$ cat src/rtl/riscv_fetch_queue.sv
// Instruction-fetch front end: sequential word fetches limited by FIFO credit,
// in-order responses buffered for decode, redirects flush and squash in-flight fetches.
module riscv_fetch_queue #(
    parameter int unsigned     XLEN            = 32,
    parameter int unsigned     ILEN            = 32,
    parameter logic [XLEN-1:0] RESET_PC        = '0,
    parameter int unsigned     FIFO_DEPTH      = 4,
    parameter int unsigned     MAX_OUTSTANDING = 2
) (
    input  logic                                 clk,
    input  logic                                 reset,
    input  logic                                 fetch_enable,
    input  logic                                 redirect_valid,
    input  logic [XLEN-1:0]                      redirect_target,
    output logic                                 imem_req_valid,
    input  logic                                 imem_req_ready,
    output logic [XLEN-1:0]                      imem_req_addr,
    input  logic                                 imem_rsp_valid,
    input  logic [ILEN-1:0]                      imem_rsp_data,
    output logic                                 inst_valid,
    input  logic                                 inst_ready,
    output logic [ILEN-1:0]                      inst_data,
    output logic [XLEN-1:0]                      inst_pc,
    output logic [$clog2(MAX_OUTSTANDING+1)-1:0] outstanding_count
);

    localparam int unsigned AW = $clog2(FIFO_DEPTH);
    localparam int unsigned CW = $clog2(FIFO_DEPTH + 1);
    localparam int unsigned OW = $clog2(MAX_OUTSTANDING + 1);

    typedef enum logic {IDLE = 1'b0, RUN = 1'b1} state_t;

    state_t          state, state_next;
    logic [XLEN-1:0] fetch_pc, rsp_pc, target_pc;
    logic [ILEN-1:0] data_mem [FIFO_DEPTH];
    logic [XLEN-1:0] pc_mem   [FIFO_DEPTH];
    logic [AW-1:0]   rd_ptr, wr_ptr;
    logic [CW-1:0]   count;
    logic [OW-1:0]   outstanding, discard;
    logic [31:0]     credits_used;
    logic            req_fire, push, pop;
    logic            unused_target_bits;

    assign target_pc          = {redirect_target[XLEN-1:2], 2'b00};
    assign unused_target_bits = ^redirect_target[1:0];

    // Every in-flight request that is not going to be discarded owns a FIFO slot.
    always_comb begin
        state_next     = state;
        imem_req_valid = 1'b0;
        credits_used   = 32'(count) + 32'(outstanding) - 32'(discard);
        case (state)
            IDLE: begin
                if (fetch_enable) state_next = RUN;
            end
            RUN: begin
                if (!fetch_enable) state_next = IDLE;
                imem_req_valid = !redirect_valid
                              && (32'(outstanding) < MAX_OUTSTANDING)
                              && (credits_used < FIFO_DEPTH);
            end
            default: state_next = IDLE;
        endcase
    end

    assign req_fire          = imem_req_valid && imem_req_ready;
    assign push              = imem_rsp_valid && !redirect_valid && (discard == '0);
    assign pop               = inst_valid && inst_ready && !redirect_valid;
    assign inst_valid        = (count != '0);
    assign inst_data         = data_mem[rd_ptr];
    assign inst_pc           = pc_mem[rd_ptr];
    assign imem_req_addr     = fetch_pc;
    assign outstanding_count = outstanding;

    always_ff @(posedge clk or negedge reset) begin
        if (!reset) state <= IDLE;
        else        state <= state_next;
    end

    // On redirect every request still in flight after this cycle becomes stale.
    always_ff @(posedge clk or negedge reset) begin
        if (!reset) begin
            fetch_pc    <= RESET_PC;
            rsp_pc      <= RESET_PC;
            outstanding <= '0;
            discard     <= '0;
        end else if (redirect_valid) begin
            fetch_pc    <= target_pc;
            rsp_pc      <= target_pc;
            outstanding <= outstanding - OW'(imem_rsp_valid);
            discard     <= outstanding - OW'(imem_rsp_valid);
        end else begin
            if (req_fire) fetch_pc <= fetch_pc + XLEN'(4);
            if (push)     rsp_pc   <= rsp_pc + XLEN'(4);
            outstanding <= outstanding + OW'(req_fire) - OW'(imem_rsp_valid);
            if (imem_rsp_valid && (discard != '0)) discard <= discard - OW'(1);
        end
    end

    always_ff @(posedge clk or negedge reset) begin
        if (!reset) begin
            rd_ptr <= '0;
            wr_ptr <= '0;
            count  <= '0;
        end else if (redirect_valid) begin
            rd_ptr <= '0;
            wr_ptr <= '0;
            count  <= '0;
        end else begin
            if (push) wr_ptr <= wr_ptr + AW'(1);
            if (pop)  rd_ptr <= rd_ptr + AW'(1);
            count <= count + CW'(push) - CW'(pop);
        end
    end

    always_ff @(posedge clk or negedge reset) begin
        if (!reset) begin
            for (int unsigned i = 0; i < FIFO_DEPTH; i++) begin
                data_mem[i] <= '0;
                pc_mem[i]   <= '0;
            end
        end else if (push) begin
            data_mem[wr_ptr] <= imem_rsp_data;
            pc_mem[wr_ptr]   <= rsp_pc;
        end
    end

endmodule

$ cat config.mk
export PLATFORM = sky130hd
export DESIGN_NAME = riscv_fetch_queue
export DESIGN_NICKNAME = d
export VERILOG_FILES = /design/src/rtl/riscv_fetch_queue.sv
export SDC_FILE = /design/constraint.sdc
export NUM_CORES = 1
export LEC_CHECK = 0
export BUFFER_PORTS_ARGS = -buffer_cell sky130_fd_sc_hd__buf_2
export CAP_MARGIN = 20
export CELL_PAD_IN_SITES_DETAIL_PLACEMENT = 1
export CELL_PAD_IN_SITES_GLOBAL_PLACEMENT = 1
export CORE_UTILIZATION = 30
export CTS_CLUSTER_DIAMETER = 150
export DETAILED_ROUTE_END_ITERATION = 10
export HOLD_SLACK_MARGIN = 0.08
export PLACE_DENSITY_LB_ADDON = 0.1
export SETUP_SLACK_MARGIN = 0.4
export SLEW_MARGIN = 15
export SYNTH_ARGS = -nofsm -noshare
export SYNTH_HDL_FRONTEND = slang
export SYNTH_SLANG_ARGS = --single-unit
export TNS_END_PERCENT = 5
$ cat constraint.sdc
create_clock -name clk -period 5.2 [get_ports clk]
set_clock_uncertainty 0.2 [all_clocks]
set_input_delay 1.56 -clock clk [delete_from_list [all_inputs] [get_ports clk]]
set_output_delay 1.56 -clock clk [all_outputs]
set_load 0.02 [all_outputs]
* Word level (Yosys, flattened, before mapping)
Cells that the tools add are included.
Cells by class: mux-type cells 24, reduce and logical (&&, ||, !) cells 17, $lt $le $gt $ge 5, add/subtract/negate cells 12, bitwise logic cells 2
Operators with widths (count):
- $mux W32 | 9
- $bwmux W128 | 2
- $bmux W32 S2 | 2
- $add A32 B3 Y32 const B | 2
- $demux W32 S2 | 1
- $lt A32 B3 Y1 const B | 1
- $mux W2 | 7
- $reduce_bool A2 Y1 | 5
- $logic_and A1 B1 Y1 | 9
- $ge A3 B3 Y1 const B | 2
- $not A2 Y3 | 2
- $sub A4 B2 Y5 | 1
- $add A2 B1 Y2 const B | 2
- $add A3 B2 Y4 | 1
- $sub A2 B1 Y2 | 2
- $add A3 B1 Y3 | 1
- $lt A3 B1 Y1 const B | 1
- $mux W3 | 1
- $reduce_bool A3 Y1 | 1
- $sub A3 B1 Y3 | 1
- $add A2 B1 Y2 | 1
- $logic_not A2 Y1 | 1
- $lt A2 B2 Y1 const B | 1
- $mux W1 | 2
- 2 further kinds | 2
Word-level totals: output and inout bits 100, input port bits 71, register bits 332

* Logic depth before layout (Yosys ltp)
word-level depth 9, depth in mapped cells 16, depth with buffers taken out 14

* Least setup slack after synthesis
Ideal clock, no wire load.
path type reg-to-output, start point reg outstanding[1], in the netlist outstanding_count[1], end point out imem_req_valid, buffers on the path 1, data arrival time 2.571 ns, cell stages (with the launch flop) 9, setup slack 0.869 ns, required time 3.440 ns, cell sequence dfrtp_1 inv_1 fa_1 inv_1 ha_1 and3b_1 or4_1 buf_2 a21oi_1
Between the ends: cells in the longest elaborated chain, start to end 5, elaborated cells on any way between the ends 7, classes of those cells add/sub (2); order compare (2); mux (1); reduce/logical (2)
Ends and longest elaborated chain:
- start, declared | RTL line 39 | logic [OW-1:0] outstanding, discard;
- start signal, assigned | RTL line 90 | outstanding <= outstanding - OW'(imem_rsp_valid);
- start signal, assigned | RTL line 95 | outstanding <= outstanding + OW'(req_fire) - OW'(imem_rsp_valid);
- $add A3 B2 Y4 | RTL line 51 | credits_used = 32'(count) + 32'(outstanding) - 32'(discard);
- $sub A4 B2 Y5 | RTL line 51
- $lt A32 B3 Y1 | RTL line 60 | && (credits_used < FIFO_DEPTH);
- $logic_and A1 B1 Y1 (*) | RTL line 60
- $mux W1 (*) | RTL line 52 | case (state)
- end, declared | RTL line 15 | output logic imem_req_valid,
Every way passes the cells marked *; elsewhere a longest branch is shown, timed or not.

* Worst setup path after layout
start point reg count[1], end point out imem_req_valid
Between the ends: cells in the longest elaborated chain, start to end 5
Ends and longest elaborated chain:
- start, declared | RTL line 38 | logic [CW-1:0] count;
- start signal, assigned | RTL line 112 | count <= count + CW'(push) - CW'(pop);
- $add A3 B2 Y4 | RTL line 51
- $sub A4 B2 Y5 | RTL line 51
- $lt A32 B3 Y1 | RTL line 60
- $logic_and A1 B1 Y1 | RTL line 60
- $mux W1 | RTL line 52
Every way passes these cells.

==> run metrics <==
crit path max fanout 3; gpl congestion 0.753; final setup margin 0.577 ns; vias 9537; Initial Util 30.4%; Ys Warns 0; CP Cell Sequence inv_1 > fa_1 > inv_1 > ha_1 > and3b_1 > or4_4 > a21oi_2 > buf_4; minimum clock period 4.62 ns; worst min path class reg -> reg; Worst path max stage delay 0.55 ns; Vias/cell 4.89; Max Clk Rate 0.216 GHz; layout cell share with drive strength beyond 1 44.0%; Sink Count 320; design area 17800 µm²; Syn Std Cell Area 14900 µm²; largest net degree at the start of global routing 94; Finished Core Util 36.5%; asr flop ratio synth 100%; clk root buf clkbuf_16; # nets final 1343; CP Class reg -> out; Reg power frac 38.1%; Clk pwr share 30.8%; most frequent cells in the layout 318 x dfrtp_1, 240 x mux2_2, 162 x buf_2; critical path arrival 2.86 ns; Ports 171; VDD IR max 0.218 mV; CTS Buf Count 40; Syn-to-layout area delta 20.1%; synthesized flop and latch total 320; RSZ-0062 raised after global routing no; sequential-to-total area share from yosys stat 53.9%; DR pass1 iterations 4; reg2reg path depth 15; layout filler cell count 5157; Worst-Margin Slew 0.714 ns; Die Y-Extent 225 µm; status finished clean; setup_tns 0 ns; first-pass GRT wire length 65200 µm; cell at the slowest stage of the critical path or4_4; WP depth 8; max_cap viols 0; clk slew on worst S/H paths 0.06 ns; Cell Int Power 6.09 mW; DRC viols 0; dominant synthesized flop cell dfrtp_1; grt ovf 0; post-synth cell types 52; Longest Clk Path Bufs 3; sw frac 32.7%; number of global-route vias before repair 10545; Routed wire per std cell 21.0 µm; Placement Setup Slack 0.874 ns; final setup fails 0; die area 50400 µm²; Worst setup EP type output pin; CORE AREA 49000 µm²; DR iter-0 viols 378; clock latency on the worst-skew pair 0.56 ns; period utilization 88.9%; Critical Path RT 3.44 ns; Post-synth EDFFs 0; HPWL after DPL 26900 µm; Syn Area/Cell 13.6 µm²; leakage 8.13 nW; PwrDens 507 nW/µm²; P_sw 2.96 mW; Syn Inst Count 1096; Fin. Hold Viols 0; Routed Antenna Nets 0; antenna violations before repair 3; worst hold path depth 2; Worst setup SP type register; delay-heaviest family, CP adder cells; CTS tree built; most common cell after layout, fill and taps aside dfrtp_1; Global Route Usage Sum 16.9%; Worst slew margin 52.4%; worst path buffer plus inverter count 3; fin. max-slew vios 0; Area after DPL 16500 µm²; most frequent CP cell inv_1; Routed Wire Length 40800 µm; Rows 81; htree depth 2; die width 225 µm; Combinational Power Share 31.1%; reg-to-reg slack, setup 1.41 ns; PortBufs 164
layer usage:
metal,vias up,share of wire (%),GRT usage (%)
li1,4304,-,-
met1,5017,47,23.5
met2,168,47,26.8
met3,44,4.7,4.11
met4,4,1.4,3.51
met5,-,0.071,0
registers in the layout, indices dropped and copies added (netlist names):
register,count
data_mem,128
count,3
outstanding_count,2
rd_ptr,2
discard,2
pc_mem,120
wr_ptr,2
rsp_pc,30
imem_req_addr,30
state,1
metrics by stage:
step / cells / total power, mW / hold WS (ns)
2_1_floorplan: 1099 / 5.35 / 0.245
3_3_place_gp: 1874 / 6.30 / 0.258
3_5_place_dp: 1874 / 6.36 / 0.272
4_1_cts: 1947 / 9.23 / 0.284
5_1_grt: 1948 / 9.63 / 0.307
6_report: 1949 / 9.05 / 0.278
power groups by stage:
| stage | clock network (mW) | logic, mW | registers [mW] |
|---|---|---|---|
| finish | 2.79 | 2.82 | 3.45 |
| global route | 3.00 | 3.09 | 3.54 |
| CTS | 2.90 | 2.88 | 3.45 |
| detailed placement | 0 | 2.86 | 3.50 |
| global placement | 0 | 2.82 | 3.48 |
| floorplan | 0 | 1.99 | 3.36 |
cells in the mapped netlist, types with 2 or more instances:
cell type	count	area (µm²)
dfrtp_1	320	8010
nor2_1	22	82.6
a2111oi_0	3	26.3
ha_1	16	200
nor3b_1	2	15.0
buf_4	4	30.0
inv_1	30	113
a31oi_1	4	25.0
o31ai_1	3	22.5
clkbuf_1	59	221
nor4_1	15	93.8
o31a_1	5	43.8
o21ai_0	43	215
a21boi_0	2	15.0
nor3_1	16	80.1
and4_1	5	43.8
o211ai_1	6	45.0
mux4_2	62	1400
buf_2	2	10.0
nand2b_1	4	25.0
mux2i_1	11	110
a211oi_1	2	15.0
buf_1	10	37.5
o311ai_0	3	26.3
o21bai_1	3	22.5
or3_1	8	50.1
and3_1	7	43.8
nor2b_1	2	12.5
mux2_2	240	2700
a21oi_1	13	65.1
fa_1	2	40.0
a221o_1	3	30.0
xnor2_1	30	263
or4_1	6	45.0
nand3_1	33	165
nand4_1	9	56.3
o21a_1	2	15.0
xor2_1	13	114
nand2_1	63	236
what timing repair did:
action,4_1_cts,5_1_grt
buffers inserted,1,1
resized for setup,1,3
endpoints found under the setup margin,1,1
hold buffers,0,0
pin swaps,0,1
worst register-to-register path, cell delays in order (launching register included):
cell     delay (ns)
dfrtp_1        0.36
inv_1          0.11
fa_1           0.51
inv_1          0.04
ha_1           0.27
and3b_1        0.19
or4_4          0.55
buf_4          0.18
a21oi_4        0.15
inv_4          0.16
ha_1           0.32
inv_1          0.04
ha_1           0.18
xnor2_1        0.12
o21ai_0        0.20
xnor2_1        0.14
final timing paths:
kind	from	to
min in group asynchronous	reset	data_mem[115]
worst min register to register	pc_mem[79]	pc_mem[79]
max in group asynchronous	reset	pc_mem[22]
worst min-delay path	pc_mem[79]	pc_mem[79]
worst max register to register	count[1]	outstanding_count[1]
worst max-delay path	count[1]	imem_req_valid
layout make-up:
class / instances / area (µm²) / share of cell area (%)
flip-flops and latches: 320 / 8010 / 44.9
clock inverters: 11 / 125 / 0.701
diodes: 1 / 2.50 / 0.0140
repair buffers: 188 / 1080 / 6.03
clock buffers: 61 / 1190 / 6.67
multi-input cells: 672 / 6490 / 36.4
well taps: 664 / 831 / 4.65
inverters: 32 / 123 / 0.687
kinds of logic (layout without fill, tap and decap cells):
| group | Yosys count | count (layout) | synth area share (%) |
|---|---|---|---|
| adders and majority gates | 18 | 18 | 1.62 |
| DFF | 320 | 320 | 53.9 |
| and+or+nand+nor | 194 | 194 | 6.49 |
| xor gates and xnor gates | 43 | 43 | 2.53 |
| buffers and inverters | 107 | 292 | 2.84 |
| muxes | 313 | 313 | 28.3 |
| other | 1 | 5 | 0.0252 |
| AOI/OAI and AO/OA | 100 | 100 | 4.32 |
Note: power is estimated with default switching activity, not from simulation.
